**config.mk**
```make
export PLATFORM = sky130hd
export DESIGN_NAME = tt_um_mvm
export DESIGN_NICKNAME = d
export VERILOG_FILES = /design/src/rtl/mvm_pkg.sv /design/src/rtl/mvm_mac.sv /design/src/rtl/tt_um_mvm.sv
export SDC_FILE = /design/constraint.sdc
export NUM_CORES = 1
export LEC_CHECK = 0
export BUFFER_PORTS_ARGS = -buffer_cell sky130_fd_sc_hd__buf_2
export CAP_MARGIN = 10
export CORE_AREA = 8 8 233 145
export CTS_CLUSTER_SIZE = 30
export DETAILED_ROUTE_END_ITERATION = 10
export DIE_AREA = 0 0 241 153
export PLACE_DENSITY = 0.85
export SYNTH_ARGS = -nofsm -noshare
export SYNTH_HDL_FRONTEND = slang
export SYNTH_SLANG_ARGS = --single-unit
```
**constraint.sdc**
```tcl
create_clock -name clk -period 20.2 [get_ports clk]
set_input_delay 4.04 -clock clk [delete_from_list [all_inputs] [get_ports clk]]
set_output_delay 4.04 -clock clk [all_outputs]
set_load 0.02 [all_outputs]
```
**src/rtl/mvm_pkg.sv**
```systemverilog
`default_nettype none
// ============================================================================
// Module      : mvm_pkg
// Description : Shared sizes, command encodings and element/result types for
//               the 4x4 signed matrix-vector multiplier tile.
// Revision    : 1.0 - initial release
// ============================================================================
package mvm_pkg;

    localparam int N  = 4;   // matrix dimension
    localparam int W  = 8;   // element width (signed)
    localparam int RW = 24;  // result width (3 bytes)

    localparam logic [2:0] CMD_NOP    = 3'b000;
    localparam logic [2:0] CMD_LOAD_M = 3'b001;
    localparam logic [2:0] CMD_LOAD_V = 3'b010;
    localparam logic [2:0] CMD_START  = 3'b011;
    localparam logic [2:0] CMD_READ   = 3'b100;
    localparam logic [2:0] CMD_CLEAR  = 3'b101;

    typedef logic signed [W-1:0]  elem_t;
    typedef logic signed [RW-1:0] res_t;

endpackage
`default_nettype wire

```
**src/rtl/mvm_mac.sv**
```systemverilog
`default_nettype none
// ============================================================================
// Module      : mvm_mac
// Description : Signed W x W multiply with accumulate into an RW-wide register.
//               Ports: clk, rst (sync, active-high), i_clr (zero the
//               accumulator), i_en (add product), i_a/i_b (operands),
//               o_acc (accumulated value).
// Revision    : 1.0 - initial release
// ============================================================================
module mvm_mac
    import mvm_pkg::*;
(
    input  logic  clk,
    input  logic  rst,
    input  logic  i_clr,
    input  logic  i_en,
    input  elem_t i_a,
    input  elem_t i_b,
    output res_t  o_acc
);

    logic signed [2*W-1:0] w_prod;
    res_t                  r_acc;

    assign w_prod = i_a * i_b;

    always_ff @(posedge clk) begin
        if (rst || i_clr) begin
            r_acc <= '0;
        end else if (i_en) begin
            // Sign-extend the 16-bit product; 4 products need 18 bits, so
            // the 24-bit accumulator can never overflow.
            r_acc <= r_acc + {{(RW-2*W){w_prod[2*W-1]}}, w_prod};
        end
    end

    assign o_acc = r_acc;

endmodule
`default_nettype wire

```
**src/rtl/tt_um_mvm.sv**
```systemverilog
`default_nettype none
// ============================================================================
// Module      : tt_um_mvm
// Description : 4x4 signed matrix-vector multiplier TinyTapeout tile.
//               Ports: clk, rst (sync, active-high), ena (tile enable),
//               ui_in (data byte), uio_in[2:0] (command), uo_out (result
//               byte), uio_out[7:4] (status: last/done/busy), uio_oe (F0).
// Revision    : 1.0 - initial release
// ============================================================================
module tt_um_mvm
    import mvm_pkg::*;
(
    input  logic       clk,
    input  logic       rst,
    input  logic       ena,
    input  logic [7:0] ui_in,
    input  logic [7:0] uio_in,
    output logic [7:0] uo_out,
    output logic [7:0] uio_out,
    output logic [7:0] uio_oe
);

    elem_t       r_mat [0:N*N-1];
    elem_t       r_vec [0:N-1];
    logic [3:0]  r_m_idx;
    logic [1:0]  r_v_idx;
    logic [3:0]  r_cnt;     // MAC sequencer: [3:2]=row, [1:0]=column
    logic [3:0]  r_rd_ptr;
    logic        r_busy;
    logic        r_done;

    logic [2:0]  w_cmd;
    logic        w_start;
    logic        w_step;
    logic        w_unused;
    res_t        w_res [0:N-1];
    logic [1:0]  w_row;
    logic [1:0]  w_byte;
    res_t        w_sel;
    logic [7:0]  w_byte_val;

    assign w_cmd    = uio_in[2:0];
    assign w_unused = &{1'b0, uio_in[7:3]};

    // START is only honoured when idle; a CLEAR in the same cycle as a
    // compute step aborts it, so the step is suppressed.
    assign w_start = ena && !r_busy && (w_cmd == CMD_START);
    assign w_step  = ena &&  r_busy && (w_cmd != CMD_CLEAR);

    // One accumulator per row; only the row addressed by the sequencer adds.
    generate
        for (genvar g = 0; g < N; g++) begin : g_row
            mvm_mac u_mac (
                .clk   (clk),
                .rst   (rst),
                .i_clr (w_start),
                .i_en  (w_step && (r_cnt[3:2] == 2'(g))),
                .i_a   (r_mat[r_cnt]),
                .i_b   (r_vec[r_cnt[1:0]]),
                .o_acc (w_res[g])
            );
        end
    endgenerate

    always_ff @(posedge clk) begin
        if (rst) begin
            for (int i = 0; i < N*N; i++) r_mat[i] <= '0;
            for (int i = 0; i < N; i++)   r_vec[i] <= '0;
            r_m_idx  <= '0;
            r_v_idx  <= '0;
            r_cnt    <= '0;
            r_rd_ptr <= '0;
            r_busy   <= 1'b0;
            r_done   <= 1'b0;
        end else if (ena) begin
            if (w_cmd == CMD_CLEAR) begin
                r_m_idx  <= '0;
                r_v_idx  <= '0;
                r_rd_ptr <= '0;
                r_busy   <= 1'b0;
                r_done   <= 1'b0;
            end else if (r_busy) begin
                r_cnt <= r_cnt + 4'd1;
                if (r_cnt == 4'd15) begin
                    r_busy <= 1'b0;
                    r_done <= 1'b1;
                end
            end else begin
                case (w_cmd)
                    CMD_LOAD_M: begin
                        r_mat[r_m_idx] <= elem_t'(ui_in);
                        r_m_idx        <= r_m_idx + 4'd1;
                    end
                    CMD_LOAD_V: begin
                        r_vec[r_v_idx] <= elem_t'(ui_in);
                        r_v_idx        <= r_v_idx + 2'd1;
                    end
                    CMD_START: begin
                        r_busy   <= 1'b1;
                        r_done   <= 1'b0;
                        r_rd_ptr <= '0;
                        r_cnt    <= '0;
                    end
                    CMD_READ: begin
                        if (r_done) begin
                            r_rd_ptr <= (r_rd_ptr == 4'd11) ? 4'd0 : r_rd_ptr + 4'd1;
                        end
                    end
                    default: ;
                endcase
            end
        end
    end

    // rd_ptr -> (result index, byte index) without a divider.
    always_comb begin
        w_row  = 2'd0;
        w_byte = 2'd0;
        if (r_rd_ptr < 4'd3) begin
            w_row  = 2'd0;
            w_byte = r_rd_ptr[1:0];
        end else if (r_rd_ptr < 4'd6) begin
            w_row  = 2'd1;
            w_byte = 2'(r_rd_ptr - 4'd3);
        end else if (r_rd_ptr < 4'd9) begin
            w_row  = 2'd2;
            w_byte = 2'(r_rd_ptr - 4'd6);
        end else begin
            w_row  = 2'd3;
            w_byte = 2'(r_rd_ptr - 4'd9);
        end
    end

    always_comb begin
        w_sel = w_res[w_row];
        case (w_byte)
            2'd0:    w_byte_val = w_sel[7:0];
            2'd1:    w_byte_val = w_sel[15:8];
            default: w_byte_val = w_sel[23:16];
        endcase
    end

    assign uo_out  = r_done ? w_byte_val : 8'h00;
    assign uio_out = {1'b0, (r_rd_ptr == 4'd11), r_done, r_busy, 4'b0000};
    assign uio_oe  = 8'hF0;

endmodule
`default_nettype wire

```
==> flow_metrics.py <==
metrics = {
    "routing": {
        "wl_mm": 53.1,
        "drc": 0,
        "first_iter_violations": 2120,
        "vias": 15900,
        "routed_via_density": 6.38,
        "drt_pass1_iterations": 6,
        "final_antenna_net_count": 0,
        "wl_per_cell_um": 21.3,
    },
    "die": {
        "core_mm2": 0.0305,
        "fp.dieW_um": 241,
        "start_util": 0.636,
        "dieArea_mm2": 0.0369,
        "row_count": 50,
        "fp.dieH_um": 153,
        "io_pins": 43,
    },
    "pwr": {
        "leakage_nw": 8.54,
        "seqPwrFrac": 0.301,
        "p_sw_frac": 0.379,
        "p_int_mw": 1.26,
        "p_comb_frac": 0.416,
        "power_density_mw_per_mm2": 97.7,
        "p_clk_frac": 0.284,
        "vdd_drop_max_mv": 0.0656,
        "p_switching_uw": 771,
    },
    "worst_hold_path": {
        "hold_path_class": "reg2reg",
    },
    "cells_and_area": {
        "multi_input_area_mm2": 0.0114,
        "drive_gt1_frac": 0.0874,
        "area_growth_pct": 7.28,
        "final_common_cell": "nand2_1",
        "fin_nets": 2265,
        "design_area_mm2": 0.0208,
        "regArea_mm2": 0.00713,
        "final_cell_mix": "nand2_1 (299), a21oi_1 (189), and2_1 (183), edfxtp_1 (160), ha_1 (136)",
        "fill_cells": 2308,
    },
    "run": {
        "drv_cap": 0,
    },
    "clock_tree": {
        "cts-root-buf": "clkbuf_16",
        "cts_resized": 0,
        "cts_tree": "done",
        "cts_num_sinks": 276,
        "clock_latency_ns": 0.57,
        "clockBufferDepth": 3,
        "numCtsBuffers": 27,
        "path_clk_slew_ns": 0.07,
        "cts_max_level": 1,
        "postCtsSetupBuffers": 0,
        "cts_hold_buf": 0,
    },
    "worst_setup_path": {
        "crit_top_cell": "inv_1",
        "startpoint_type": "flip-flop",
        "critPathArrivalTime_ns": 9.98,
        "crit_required_ns": 20.69,
        "slowest_delay_ns": 0.67,
        "critPathKind": "reg2reg",
        "crit_fanout": 41,
        "cpMaxStageDelayCell": "mux4_2",
        "crit_path_end_kind": "flip-flop",
    },
    "sta": {
        "rsz0062_at_grt": "no",
        "tns_ns": 0,
        "clock.fmax_mhz": 105,
        "setup_viol": 0,
        "min_period_ns": 9.49,
        "finalWorstSetupSlack_ns": 10.71,
        "tightest_slew_ns": 1.34,
        "period_share": 0.470,
        "skew_ns": 0.0120,
        "hold_viol_final": 0,
        "slew_violations": 0,
        "slew_headroom": 0.103,
    },
    "synthesis": {
        "ys_seq_area_frac": 0.367,
        "synth_area_mm2": 0.0194,
        "yosysTopAreaCell": "edfxtp_1",
        "yosysUniqueCellTypes": 80,
        "ys.warnings.count": 0,
        "synth_edf_count": 160,
        "postSynthAreaPerCell_um2": 9.40,
        "synth.area.top_cells": "edfxtp_1 (25%), dfxtp_1 (12%), ha_1 (8.8%)",
        "async_flop_share": 0,
        "ys.flop_type": "edfxtp_1",
        "synth_cells": 2064,
        "synth_top_area_frac": 0.248,
        "ys_ff_latch": 276,
    },
    "placed_design": {
        "dp.final_hpwl_mm": 38.3,
        "numPortBuffers": 24,
        "placedInstanceArea_mm2": 0.0198,
        "gp_congestion": 0.997,
        "pre_cts_ws_ns": 10.88,
    },
    "global_route": {
        "grt_usage": 0.281,
        "grt_util_met1": 0.418,
        "use_met3": 0.0824,
        "top_usage_layer": "met1",
        "grt_max_degree": 68,
        "first_global_vias": 15000,
        "grt_antenna_before_repair": 5,
        "grt_use_met2": 0.394,
        "overflow": 0,
        "grt_pass1_wl_mm": 82.6,
    },
    "status": {
        "status": "finished clean",
    },
}
[path summary, 6_finish.rpt]
check / to / cells after the start / startpoint / slack [ns]
setup / recovery: g_row[3].u_mac.o_acc[23]$_SDFFE_PP0P_ / 30 / flip-flop / 10.71
hold / removal: g_row[0].u_mac.o_acc[23]$_SDFFE_PP0P_ / 2 / g_row[0].u_mac.o_acc[23]$_SDFFE_PP0P_ / 0.48
setup reg to reg: g_row[3].u_mac.o_acc[23]$_SDFFE_PP0P_ / 30 / flip-flop / 10.71
hold reg to reg: g_row[0].u_mac.o_acc[23]$_SDFFE_PP0P_ / 2 / g_row[0].u_mac.o_acc[23]$_SDFFE_PP0P_ / 0.48
[stage by stage]
step	hold WS (ns)	power [mW]	cells	utilization
detailed placement	0.467	1.44	2437	0.649
CTS	0.478	2.02	2487	0.682
global route	0.496	2.14	2491	0.682
global placement	0.458	1.40	2437	0.649
floorplan	0.445	1.25	2075	-
finish	0.477	2.04	2491	0.682
[power groups by stage]
stage / logic, mW / clock network (mW) / registers, mW
6_report: 0.846 / 0.577 / 0.612
5_1_grt: 0.926 / 0.601 / 0.613
4_1_cts: 0.824 / 0.578 / 0.612
3_5_place_dp: 0.816 / 0 / 0.624
3_3_place_gp: 0.780 / 0 / 0.623
2_1_floorplan: 0.623 / 0 / 0.622
[cell type report]
cell class,count,share of cell area
Multi-Input combinational cell,1578,0.549
Antenna cell,3,0.000361
Clock buffer,34,0.0347
Inverter,127,0.0229
Clock inverter,16,0.0135
Tap cell,416,0.0250
Timing Repair Buffer,41,0.0119
Sequential cell,276,0.342
[flip-flops by register name (all words and copies together), names as in the netlist, named ones only]
register,count
r_busy,1
r_v_idx,2
r_done,1
r_vec,32
r_cnt,4
r_rd_ptr,4
r_m_idx,4
r_mat,128
g_row.u_mac.o_acc,96
[worst max-delay path, delay by kind of cell (launching register included)]
| family | cells | cell delay, ns |
|---|---|---|
| muxes | 2 | 1.31 |
| DFF | 1 | 0.31 |
| and+or+nand+nor | 6 | 1.42 |
| adders and majority gates | 6 | 2.83 |
| xor gates and xnor gates | 1 | 0.16 |
| buffers and inverters | 7 | 1.14 |
| AOI/OAI and AO/OA | 8 | 2.20 |
[cell usage after synthesis, types with 14 or more instances]
cell / n
ha_1: 136
a21oi_1: 191
buf_4: 16
edfxtp_1: 160
and2_1: 183
xnor2_1: 61
nand3_1: 72
clkbuf_1: 64
nand2b_1: 18
o21ai_0: 45
fa_1: 59
o21ai_1: 18
mux4_2: 47
xor2_1: 18
inv_1: 125
or3_1: 19
a211oi_1: 25
nor3_1: 26
nor2_1: 103
or2_2: 22
nand2_1: 299
and3_1: 14
o21bai_1: 14
nor4_1: 16
dfxtp_1: 116
a21o_1: 36
[routing by layer]
metal / wire (um) / vias to the layer above / part of all wire
met3: 7170 / 130 / 0.14
li1: - / 7209 / -
met1: 22400 / 7611 / 0.42
met2: 22300 / 946 / 0.42
met5: 13 / - / 0.00024
met4: 1240 / 2 / 0.023
[kinds of logic (layout without fill, tap and decap cells)]
family / Yosys count / in the layout / share of synthesized area
and+or+nand+nor: 824 / 824 / 0.211
AOI/OAI and AO/OA: 408 / 408 / 0.129
DFF: 276 / 276 / 0.367
buffers and inverters: 221 / 218 / 0.0473
adders and majority gates: 195 / 195 / 0.149
xor gates and xnor gates: 81 / 81 / 0.0373
muxes: 57 / 57 / 0.0598
other: 2 / 16 / 0.000387
Power figures use the tool's default switching activity.
